===== src/rtl/div_arb_pkg.sv =====
// rtl/div_arb_pkg.sv - shared state encoding, size defaults and divide-by-zero quotient
package div_arb_pkg;
  localparam int W_DEFAULT    = 4;
  localparam int NREQ_DEFAULT = 4;

  // Sliced to the operand width by users; W is assumed <= 64.
  localparam logic [63:0] DZ_QUOTIENT = '1;

  typedef enum logic [1:0] {
    IDLE = 2'd0,
    RUN  = 2'd1,
    DONE = 2'd2
  } state_t;
endpackage


===== src/rtl/div_iter_core.sv =====
// rtl/div_iter_core.sv - restoring shift-subtract divider datapath, one quotient bit per step
// q/r present the post-step value so the owner can capture the final result on the last step edge.
module div_iter_core
  import div_arb_pkg::*;
#(
  parameter int W = W_DEFAULT
) (
  input  logic         clk,
  input  logic         rst,
  input  logic         load,
  input  logic         step,
  input  logic [W-1:0] a,
  input  logic [W-1:0] b,
  output logic [W-1:0] q,
  output logic [W-1:0] r
);
  // Quotient bits enter the dividend register from the LSB as dividend bits leave at the MSB.
  logic [W-1:0] r_rem;
  logic [W-1:0] r_dvd;
  logic [W-1:0] r_div;

  logic [W:0]   w_rem_s;
  logic         w_ge;
  logic [W-1:0] w_rem_n;
  logic [W-1:0] w_dvd_n;

  assign w_rem_s = {r_rem, r_dvd[W-1]};
  assign w_ge    = (w_rem_s >= {1'b0, r_div});
  assign w_rem_n = w_ge ? (w_rem_s[W-1:0] - r_div) : w_rem_s[W-1:0];
  assign w_dvd_n = {r_dvd[W-2:0], w_ge};

  always_ff @(posedge clk or posedge rst) begin
    if (rst) begin
      r_rem <= '0;
      r_dvd <= '0;
      r_div <= '0;
    end else if (load) begin
      r_rem <= '0;
      r_dvd <= a;
      r_div <= b;
    end else if (step) begin
      r_rem <= w_rem_n;
      r_dvd <= w_dvd_n;
    end
  end

  assign q = w_dvd_n;
  assign r = w_rem_n;
endmodule


===== src/rtl/div_arbiter_ctrl.sv =====
// rtl/div_arbiter_ctrl.sv - arbitrates NREQ requesters onto one iterative divider
// Optional DIV_ARB_FIXED_PRIO_EN: lowest index always wins instead of round-robin.
module div_arbiter_ctrl
  import div_arb_pkg::*;
#(
  parameter int W    = W_DEFAULT,
  parameter int NREQ = NREQ_DEFAULT,
  parameter int IDW  = $clog2(NREQ)
) (
  input  logic              clk,
  input  logic              rst,
  input  logic [NREQ-1:0]   req,
  input  logic [NREQ*W-1:0] a_bus,
  input  logic [NREQ*W-1:0] b_bus,
  output logic [NREQ-1:0]   gnt,
  output logic              busy,
  output logic              done,
  output logic [IDW-1:0]    done_id,
  output logic [W-1:0]      q,
  output logic [W-1:0]      r,
  output logic              dz
);
  localparam int CW = $clog2(W + 1);

  state_t          r_state;
  logic [CW-1:0]   r_cnt;
  logic [NREQ-1:0] r_gnt;
  logic            r_busy;
  logic            r_done;
  logic [IDW-1:0]  r_done_id;
  logic [W-1:0]    r_q;
  logic [W-1:0]    r_r;
  logic            r_dz;
  logic [IDW-1:0]  r_owner;
  logic [W-1:0]    r_a_hold;
  logic            r_dz_pend;
`ifndef DIV_ARB_FIXED_PRIO_EN
  logic [IDW-1:0]  r_ptr;
`endif

  logic            w_found;
  logic [IDW-1:0]  w_win;
  logic [W-1:0]    w_a;
  logic [W-1:0]    w_b;
  logic            w_load;
  logic            w_step;
  logic [W-1:0]    w_core_q;
  logic [W-1:0]    w_core_r;

  always_comb begin
    int idx;
    w_found = 1'b0;
    w_win   = '0;
    idx     = 0;
    for (int k = 0; k < NREQ; k++) begin
`ifdef DIV_ARB_FIXED_PRIO_EN
      idx = k;
`else
      idx = (int'(r_ptr) + k) % NREQ;
`endif
      if (!w_found && req[IDW'(idx)]) begin
        w_found = 1'b1;
        w_win   = IDW'(idx);
      end
    end
  end

  assign w_a    = a_bus[w_win*W +: W];
  assign w_b    = b_bus[w_win*W +: W];
  assign w_load = (r_state == IDLE) && w_found;
  assign w_step = (r_state == RUN);

  div_iter_core #(.W(W)) u_core (
    .clk  (clk),
    .rst  (rst),
    .load (w_load),
    .step (w_step),
    .a    (w_a),
    .b    (w_b),
    .q    (w_core_q),
    .r    (w_core_r)
  );

  // A zero divisor spends its grant cycle in DONE with the result pending, so done lands at T+2.
  always_ff @(posedge clk or posedge rst) begin
    if (rst) begin
      r_state   <= IDLE;
      r_cnt     <= '0;
      r_gnt     <= '0;
      r_busy    <= 1'b0;
      r_done    <= 1'b0;
      r_done_id <= '0;
      r_q       <= '0;
      r_r       <= '0;
      r_dz      <= 1'b0;
      r_owner   <= '0;
      r_a_hold  <= '0;
      r_dz_pend <= 1'b0;
`ifndef DIV_ARB_FIXED_PRIO_EN
      r_ptr     <= '0;
`endif
    end else begin
      r_gnt  <= '0;
      r_done <= 1'b0;
      case (r_state)
        IDLE: begin
          if (w_found) begin
            r_gnt    <= NREQ'(1) << w_win;
            r_busy   <= 1'b1;
            r_owner  <= w_win;
            r_a_hold <= w_a;
`ifndef DIV_ARB_FIXED_PRIO_EN
            r_ptr    <= IDW'((int'(w_win) + 1) % NREQ);
`endif
            if (w_b == '0) begin
              r_state   <= DONE;
              r_dz_pend <= 1'b1;
            end else begin
              r_state <= RUN;
              r_cnt   <= CW'(W);
            end
          end
        end
        RUN: begin
          r_cnt <= r_cnt - CW'(1);
          if (r_cnt == CW'(1)) begin
            r_state   <= DONE;
            r_done    <= 1'b1;
            r_q       <= w_core_q;
            r_r       <= w_core_r;
            r_dz      <= 1'b0;
            r_done_id <= r_owner;
          end
        end
        DONE: begin
          if (r_dz_pend) begin
            r_dz_pend <= 1'b0;
            r_done    <= 1'b1;
            r_q       <= DZ_QUOTIENT[W-1:0];
            r_r       <= r_a_hold;
            r_dz      <= 1'b1;
            r_done_id <= r_owner;
          end else begin
            r_state <= IDLE;
            r_busy  <= 1'b0;
          end
        end
        default: begin
          r_state <= IDLE;
          r_busy  <= 1'b0;
        end
      endcase
    end
  end

  assign gnt     = r_gnt;
  assign busy    = r_busy;
  assign done    = r_done;
  assign done_id = r_done_id;
  assign q       = r_q;
  assign r       = r_r;
  assign dz      = r_dz;
endmodule


===== config.mk =====
export PLATFORM = sky130hd
export DESIGN_NAME = div_arbiter_ctrl
export DESIGN_NICKNAME = d
export VERILOG_FILES = /design/src/rtl/div_arb_pkg.sv /design/src/rtl/div_iter_core.sv /design/src/rtl/div_arbiter_ctrl.sv
export SDC_FILE = /design/constraint.sdc
export NUM_CORES = 1
export LEC_CHECK = 0
export ABC_AREA = 1
export CORE_UTILIZATION = 56
export CTS_CLUSTER_DIAMETER = 50
export DETAILED_ROUTE_END_ITERATION = 6
export PLACE_DENSITY_LB_ADDON = 0.3
export SLEW_MARGIN = 15
export SYNTH_ARGS = -nofsm -noshare
export SYNTH_HDL_FRONTEND = slang
export SYNTH_SLANG_ARGS = --single-unit

===== constraint.sdc =====
create_clock -name clk -period 5.2 [get_ports clk]
set_input_delay 1.04 -clock clk [delete_from_list [all_inputs] [get_ports clk]]
set_output_delay 1.04 -clock clk [all_outputs]
set_load 0.01 [all_outputs]

Yosys cells after proc, flatten, opt, wreduce, memory -nomap -nowiden
Cells that the tools add are included.

Output and inout bits: 17. Flip-flop bits (word level): 43. Word-level logic and storage cells: 115.

$lt $le $gt $ge: 5. Bitwise logic cells: 1. Reductions and logical operators: 19. Add/subtract/negate cells: 6. Eq/ne operators: 9. Muxes and demuxes: 56. Shift-type cells: 3.

Operator list (number): 4-bit two-way mux (11); 16-bit by 5-bit indexed part select with 4-bit output (2); 1-bit two-way mux (20); 2-bit two-way mux (10); 2-bit by 4-bit < comparator with 1-bit output (second input constant) (4); 4-bit case mux with 2 select lines (2); 3-bit AND reduction (5); 2-bit inequality test (second input constant) (5); 1-bit binary-select mux with 2-bit select (4); 2-bit nonzero test (4); 3-bit two-way mux (2); 1-bit case mux with 2 select lines (3); 2-bit case mux with 3 select lines (1); 3-bit case mux with 2 select lines (1); 5-bit by 4-bit greater-or-equal comparator with 1-bit output (1); 2-bit by 1-bit adder with 2-bit output (second input constant) (2); 2-bit adder (second input constant) (2); 1-bit logical AND (4); 4-bit zero test (1); 2-bit case mux with 2 select lines (1); 1-bit by 2-bit left shift with 4-bit output (first input constant) (1); 4-bit subtractor (1); 3-bit by 1-bit equality test with 1-bit output (second input constant) (1); 1-bit zero test (3); 8 further kinds (8).

Longest topological paths before layout
Gate-level depths: netlist (run 1).

Depth after elaboration: 18. Mapped depth: 19. Mapped depth without buffers: 18.

Modules after synthesis
From an unflattened synthesis (run 1), not the netlist that was laid out.

Cell total of the unflattened synthesis: 389. Area total of the unflattened synthesis: 2861.5 sq um.

By module, submodules not included: div_arbiter_ctrl (sequential area each 775.7 sq um, cells an instance 294, area each 2099.5 sq um, instances 1); div_iter_core (sequential area each 300.3 sq um, cells an instance 95, area each 762.0 sq um, instances 1).

Worst setup path after synthesis (run 1)
No wires, ideal clock.

Kind: input to register. From: input req[3]. To: register u_core.r_dvd[0]. Buffers on the path: 1. Cell stages on the path: 14. Required time: 5063 ps. Setup time: 137 ps. Path slack: 2681 ps. Arrival time: 2382 ps. Cells stage by stage: inv_1 -> nand2_1 -> nand3_1 -> nand2_1 -> inv_2 -> nand2_1 -> nand2_4 -> nand3_4 -> buf_4 -> or2_1 -> o211ai_1 -> o21ai_1 -> nand2_1 -> o211ai_1.

Longest elaborated chain between the ends: 15.

Ends and longest elaborated chain: from (decl) (RTL line div_arbiter_ctrl.sv:12) `input logic [NREQ-1:0] req,`; 1-bit binary-select mux with 2-bit select (RTL line div_arbiter_ctrl.sv:61) `if (!w_found && req[IDW'(idx)]) begin`; 1-bit two-way mux (not written as such) (2 in a row) (RTL line div_arbiter_ctrl.sv:61); 1-bit two-way mux (RTL line div_arbiter_ctrl.sv:61); 1-bit zero test (RTL line div_arbiter_ctrl.sv:61); 1-bit logical AND (RTL line div_arbiter_ctrl.sv:61); 1-bit two-way mux (RTL line div_arbiter_ctrl.sv:61); 1-bit zero test (RTL line div_arbiter_ctrl.sv:61); 1-bit logical AND (RTL line div_arbiter_ctrl.sv:61); 1-bit two-way mux (RTL line div_arbiter_ctrl.sv:61); 1-bit zero test (RTL line div_arbiter_ctrl.sv:61); 1-bit logical AND (RTL line div_arbiter_ctrl.sv:61); 2-bit two-way mux or 1-bit two-way mux (tied branches) (RTL line div_arbiter_ctrl.sv:61); 16-bit by 5-bit indexed part select with 4-bit output or 1-bit logical AND (tied branches) (RTL line div_arbiter_ctrl.sv:68, div_arbiter_ctrl.sv:70); 4-bit two-way mux or 2-bit nonzero test (tied branches); to (signal assigned) (RTL line div_iter_core.sv:43) `r_dvd <= w_dvd_n;`; to (decl) (RTL line div_iter_core.sv:19) `logic [W-1:0] r_dvd;`.

Several ways; a longest one is shown, not always the timed one. The select of a mux whose other input is x is not followed. A chain may end at the register's enable or synchronous reset.

Worst setup path in the final report (run 1)
From: input req[3]. To: register r_cnt[2].

Longest elaborated chain between the ends: 17.

Ends and longest elaborated chain: 1-bit binary-select mux with 2-bit select (RTL line div_arbiter_ctrl.sv:61); 1-bit two-way mux (not written as such) (2 in a row) (RTL line div_arbiter_ctrl.sv:61); 1-bit two-way mux (RTL line div_arbiter_ctrl.sv:61); 1-bit zero test (RTL line div_arbiter_ctrl.sv:61); 1-bit logical AND (RTL line div_arbiter_ctrl.sv:61); 1-bit two-way mux (RTL line div_arbiter_ctrl.sv:61); 1-bit zero test (RTL line div_arbiter_ctrl.sv:61); 1-bit logical AND (RTL line div_arbiter_ctrl.sv:61); 1-bit two-way mux (RTL line div_arbiter_ctrl.sv:61); 1-bit zero test (RTL line div_arbiter_ctrl.sv:61); 1-bit logical AND (RTL line div_arbiter_ctrl.sv:61); 2-bit two-way mux (RTL line div_arbiter_ctrl.sv:61); 16-bit by 5-bit indexed part select with 4-bit output (RTL line div_arbiter_ctrl.sv:69) `assign w_b = b_bus[w_win*W +: W];`; 4-bit zero test (RTL line div_arbiter_ctrl.sv:115) `if (w_b == '0) begin`; 2-bit inequality test (no line); 3-bit AND reduction (no line) *; to (signal assigned) (RTL line div_arbiter_ctrl.sv:120) `r_cnt <= CW'(W);`; to (signal assigned) (RTL line div_arbiter_ctrl.sv:125) `r_cnt <= r_cnt - CW'(1);`; to (decl) (RTL line div_arbiter_ctrl.sv:26) `logic [CW-1:0] r_cnt;`.

Every way passes the cells marked *; elsewhere a longest branch is shown, timed or not. The select of a mux whose other input is x is not followed.

==> flow_summary.toml, run 1 <==
[worst_setup_path]
end_kind = "flop"
cp_slowest_cell = "nand2_1"
path_max_fanout = 21
max_stage_delay_ns = 0.54
crit_arrival_ns = 3.67
start_kind = "primary input"
r2r_setup_slack_ns = 2.33
cp.buffers_inverters = 5
criticalPathCategory = "primary input to flop"
crit_top_cell = "nand2_1"
cp_top_family = "simple AND/OR/NAND/NOR gates"
path_cells = "clkdlybuf4s50_1 -> inv_1 -> nand2_1 -> nand3_1 -> nand2_1 -> nor2_4 -> nand3_4 -> nand2_1 -> inv_2 -> nor2_2 -> inv_2 -> nand2_1 -> inv_2 -> nand2_2 -> nand2_1 -> nand2_1"
critPathRequiredTime_ns = 5.45

[sta]
worst_slew_pin_slew_ns = 0.6566
maxSlewHeadroom_pct = 56.12
fin_setup_tns_ns = 0
slew_violations = 0
grt_setup_unrepaired = "false"
period_minus_slack_ns = 3.421
skew_ns = 0.004789
setup_viol_count_final = 0
min_period_over_period_pct = 65.79
max_clock_freq_ghz = 0.2923
finalHoldViolations = 0

[cts]
numCtsBuffers = 5
cts-root-buf = "clkbuf_8"
cts_buffer_depth = 2
cts_max_level = 2
cts.clk_slew.worst_paths_ns = 0.09
ctsResizeCount = 0
hold_buffers = 0
clock_latency_ns = 0.30
tritoncts = "yes"
post_cts_buffers = 0
cts.sinks = 43

[power]
ir_drop_mv = 0.4188
powerDensity_nw_per_um2 = 746.1
p_leak_nw = 1.702

[yosys]
synth-seq-cells = 43
yosysSeqAreaShare_pct = 39.29
synth-compound-area-share_pct = 11.65
synth_top_area_cell = "dfrtp_1"
synth_area_um2 = 2739
synth_xor_area_share_pct = 0.3198
ys.flop_type = "dfrtp_1"
synth.area.top_cells = "dfrtp_1 (39%), nand2_1 (14%), inv_1 (6.7%)"
post-synth-top-count-cell = "nand2_1"
synthSimpleGateAreaFrac_pct = 31.38
synth_area_per_cell_um2 = 7.608
synth-adder-area-share_pct = 6.670
syn-num-nets = 412
netlist_top_cells_count = "nand2_1 (99), inv_1 (49), dfrtp_1 (43), nand3_1 (23), nor2_1 (23)"
synth_edf_count = 0
synth-async-reset-ratio_pct = 100.0
syn-instance-count = 360
synth_top_family_by_area = "simple AND/OR/NAND/NOR gates"
synth_top_cell_area_share_pct = 39.29
muxShareOfSynthArea_pct = 0.7766
synth.distinct_cells = 38
ys.warnings.count = 0

[finish]
postLayoutCellArea_um2 = 3423
diodes = 0
fillers = 370
nets = 467
area.growth.synth_to_final_pct = 24.99
seq_area_um2 = 1076
drive_gt1_share_pct = 9.856
multiInputGateArea_um2 = 1391

[routing]
drt_pass1_iterations = 4
ant_nets = 0
top_layer = "met4"
wl_um = 5950
post_drt_wl_per_cell_um = 12.32
wl_met3_um = 300
initialDrtViolationCount = 146
wl_met1_um = 2761
dr_total_vias = 2510
wl_met2_um = 2802
drc = 0
via_per_inst = 5.197

[grt]
grt_pass1_wl_um = 10210
antenna_found_initial = 0
grt.overflow.total = 0
grt_start_max_net_pins = 44
grt_pass1_vias = 2382
grt_usage_pct = 25.18

[run]
drv_cap = 0

[floorplan]
die_width_um = 71.94
die_area_um2 = 5175
num_rows = 25
chipHeight_um = 71.94
core_um2 = 4723
ioPinCount = 55
start_util_pct = 57.99

[outcome]
status = "complete, no violations"

[placed_design]
portBuffers = 54
dp_hpwl_um = 4426
gp_congestion = 0.9077
placed_cell_area_um2 = 3331

[hold_path]
hold_class = "flop to flop"
-- worst min-delay path, cell delays in order (launching register included) --
cell,delay (ns)
dfrtp_1,0.36
nand2_1,0.05
nand2_1,0.05
-- per-layer routing --
metal	vias up	global-route usage, %
li1	1265	-
met1	1155	32.60
met2	79	43.19
met3	11	4.444
met4	0	8.061
met5	-	0
-- cells in the final DEF, fill, tap and decap left out --
cell	count
clkdlybuf4s50_1	54
mux2i_1	1
mux2_2	1
inv_8	1
fa_1	1
inv_6	1
clkinvlp_4	2
nor2_4	3
ha_1	13
xor2_1	1
o211ai_1	6
nand2_4	2
inv_4	1
o22ai_1	2
nand4_1	9
nand3_4	3
clkinv_1	1
or2_1	3
nand2_2	7
o21bai_1	1
nor2_2	2
dfrtp_1	43
buf_4	1
a21oi_1	12
o21a_1	2
nor2_1	23
clkbuf_8	5
or2_2	1
o21ai_1	5
o21ai_0	21
nand3_2	4
o221ai_1	1
a21boi_0	1
nand2_1	99
inv_2	7
nand3_1	23
inv_1	49
a31oi_1	1
o22a_1	3
-- cell families (layout without fill, tap and decap cells) --
logic type / Yosys count / after routing
adders and majority gates: 14 / 14
DFF: 43 / 43
AOI/OAI and AO/OA: 55 / 55
muxes: 2 / 2
and+or+nand+nor: 179 / 179
xor gates and xnor gates: 1 / 1
buffers and inverters: 66 / 122
-- power by group --
group          switching, mW  total, mW  internal [mW]
Sequential            0.0959      0.585          0.489
Clock                  0.126      0.222         0.0961
Combinational           1.12       1.75          0.628
-- area by class of cell --
cell class	count	area share, %
clock buffers	5	2.010
clock inverters	3	0.6944
inverters	59	6.762
multi-input cells	251	40.64
flip-flops and latches	43	31.43
well taps	67	2.449
repair buffers	55	16.01
-- state kept, by name (all words and copies together), names as in the netlist, 2 cells and up --
signal,cells
done_id,2
gnt,4
q,4
r,4
r_a_hold,4
r_cnt,3
r_owner,2
r_ptr,2
r_state,2
u_core.r_div,4
u_core.r_dvd,4
u_core.r_rem,4
-- path summary, 6_finish.rpt --
path,from,to,cells after the start
min in group asynchronous,rst,gnt[1],3
setup / recovery,req[3],r_cnt[2],16
max in group asynchronous,rst,r_owner[1],3
setup reg to reg,r_ptr[0],r_cnt[2],16
hold / removal,r_owner[1],done_id[1],2
hold reg to reg,r_owner[1],done_id[1],2
-- stage by stage --
step / total power [mW] / setup slack (ns) / utilization [%] / hold WS (ns) / std cells
floorplan: 1.908 / 2.681 / - / 0.4419 / 360
global placement: 2.273 / 1.633 / 70.52 / 0.4574 / 475
detailed placement: 2.329 / 1.468 / 70.52 / 0.4659 / 475
CTS: 2.557 / 1.789 / 72.48 / 0.4885 / 483
global route: 2.821 / 1.443 / 72.48 / 0.5077 / 483
finish: 2.554 / 1.779 / 72.48 / 0.4859 / 483
Power figures use the tool's default switching activity.
==> run 2, diff against run 1 <==
Settings changed: CORE_UTILIZATION 56 to 47.
Clock period 5.2 ns to 3 ns, I/O delays scaled along.
==> run 2 against run 1 <==
  * Clock skew increased by 0.0052 ns
  * Critical path type unchanged
  * Worst setup slack got worse by 1.3 ns
  * Largest power group unchanged
  * Clock power grew 73%
==> flow_summary.toml, run 2 (synthesized netlist as in run 1, its figures left out) <==
[outcome]
status = "complete, no violations"

[worst_setup_path]
r2r_setup_slack_ns = 0.55
path_cells = "clkdlybuf4s50_1 -> inv_1 -> nand2_1 -> nand3_1 -> nand2_1 -> nor2_4 -> nand3_4 -> nand3_4 -> nand2_1 -> nand3_1 -> nand2_1 -> nor2_4 -> nand3_4 -> nand2_2 -> nand2_1 -> nand2_1"
critPathRequiredTime_ns = 3.24
end_kind = "flop"
crit_top_cell = "nand2_1"
worstReg2RegEnd = "r_cnt[2]"
worst-r2r-cell-count = 16
cp_slowest_cell = "clkdlybuf4s50_1"
crit_arrival_ns = 2.77
start_kind = "primary input"
path_max_fanout = 20
r2r-start = "r_ptr[0]"
max_stage_delay_ns = 0.42
criticalPathCategory = "primary input to flop"

[cts]
cts_buffer_depth = 2
cts.clk_slew.worst_paths_ns = 0.08
tritoncts = "yes"
post_cts_buffers = 0
ctsResizeCount = 0
cts_max_level = 2
numCtsBuffers = 5
clock_latency_ns = 0.31
cts-root-buf = "clkbuf_8"
hold_buffers = 0
cts.sinks = 43

[grt]
grt_start_max_net_pins = 44
met1_usage_pct = 28.81
grt_pass1_vias = 2392
grt.overflow.total = 0
grt_usage_pct = 21.70
use_met3_pct = 3.372
busiest_layer = "met2"
antenna_found_initial = 0
grt_pass1_wl_um = 10540
use_met2_pct = 35.70

[sta]
grt_setup_unrepaired = "false"
slew_violations = 0
maxSlewHeadroom_pct = 64.48
skew_ns = 0.009985
fin_setup_tns_ns = 0
period_minus_slack_ns = 2.527
max_clock_freq_ghz = 0.3957
min_period_over_period_pct = 84.23
worst_slew_pin_slew_ns = 0.5328
finalHoldViolations = 0
setup_viol_count_final = 0

[floorplan]
ioPinCount = 55
chipHeight_um = 78.34
start_util_pct = 49.14
die_area_um2 = 6136
num_rows = 27
die_width_um = 78.34
core_um2 = 5574

[placed_design]
portBuffers = 54
dp_hpwl_um = 4420
gp_congestion = 0.8644
placed_cell_area_um2 = 3344

[routing]
post_drt_wl_per_cell_um = 12.35
drt_pass1_iterations = 6
initialDrtViolationCount = 107
ant_nets = 0
wl_um = 6040
drc = 0
via_per_inst = 5.082
dr_total_vias = 2485

[power]
powerDensity_nw_per_um2 = 1296
finalPower_mw = 4.455
ir_drop_mv = 0.5987
p_leak_nw = 1.707

[finish]
drive_gt1_share_pct = 10.07
diodes = 0
layout_commonest_cell = "nand2_1"
nets = 468
postLayoutCellArea_um2 = 3437
area.growth.synth_to_final_pct = 25.49
final_cell_mix = "nand2_1 (99), clkdlybuf4s50_1 (54), inv_1 (49)"
fillers = 523

[hold_path]
hold_class = "flop to flop"
worstHoldStart = "r_cnt[1]"
holdPathEnd = "r_cnt[1]"
holdPathStages = 2

[run]
drv_cap = 0
==> run 2: changes by cell type in the layout (fill, tap and decap cells not counted), sizes merged <==
cell / delta
buf: +1
==> run 2: area by class of cell <==
cell class | count | area [µm²] | area share, %
flip-flops and latches | 43 | 1076 | 31.31
clock buffers | 5 | 68.82 | 2.002
inverters | 59 | 231.5 | 6.735
well taps | 72 | 90.09 | 2.621
clock inverters | 3 | 23.77 | 0.6917
repair buffers | 56 | 555.5 | 16.16
multi-input cells | 251 | 1391 | 40.48
==> run 2: power breakdown <==
part,total [mW],switching [mW],internal [mW]
combinational,3.06,1.96,1.10
clock,0.383,0.216,0.167
sequential,1.01,0.159,0.847
total,4.45,2.34,2.12
==> run 2: worst max-delay path, delay by kind of cell <==
| family | cells | cell delay [ns] |
|---|---|---|
| and+or+nand+nor | 14 | 1.66 |
| buffers and inverters | 2 | 0.50 |
==> run 2: how the worst max path moves through the flow <==
stage | start | endpoint | slack [ns] | cells past startpoint
finish | req[1] | r_cnt[2] | 0.47 | 16
global route | req[3] | r_dz_pend | 0.23 | 17
CTS | req[1] | r_cnt[2] | 0.48 | 16
detailed placement | req[1] | u_core.r_dvd[1] | 0.17 | 13
global placement | req[1] | r_dz_pend | 0.21 | 17
floorplan | req[3] | u_core.r_dvd[0] | 0.92 | 14
==> run 2: through the flow <==
step	cells	setup slack [ns]	utilization [%]	hold WS, ns
2_1_floorplan	360	0.9210	-	0.4419
3_3_place_gp	481	0.2148	60.00	0.4548
3_5_place_dp	481	0.1735	60.00	0.4609
4_1_cts	489	0.4826	61.66	0.4824
5_1_grt	489	0.2274	61.66	0.5050
6_report	489	0.4731	61.66	0.4789
==> run 2: metal layers <==
metal,up-vias,share of wire [%]
li1,1267,-
met1,1131,47
met2,74,46
met3,13,5.0
met4,0,2.1
met5,-,0
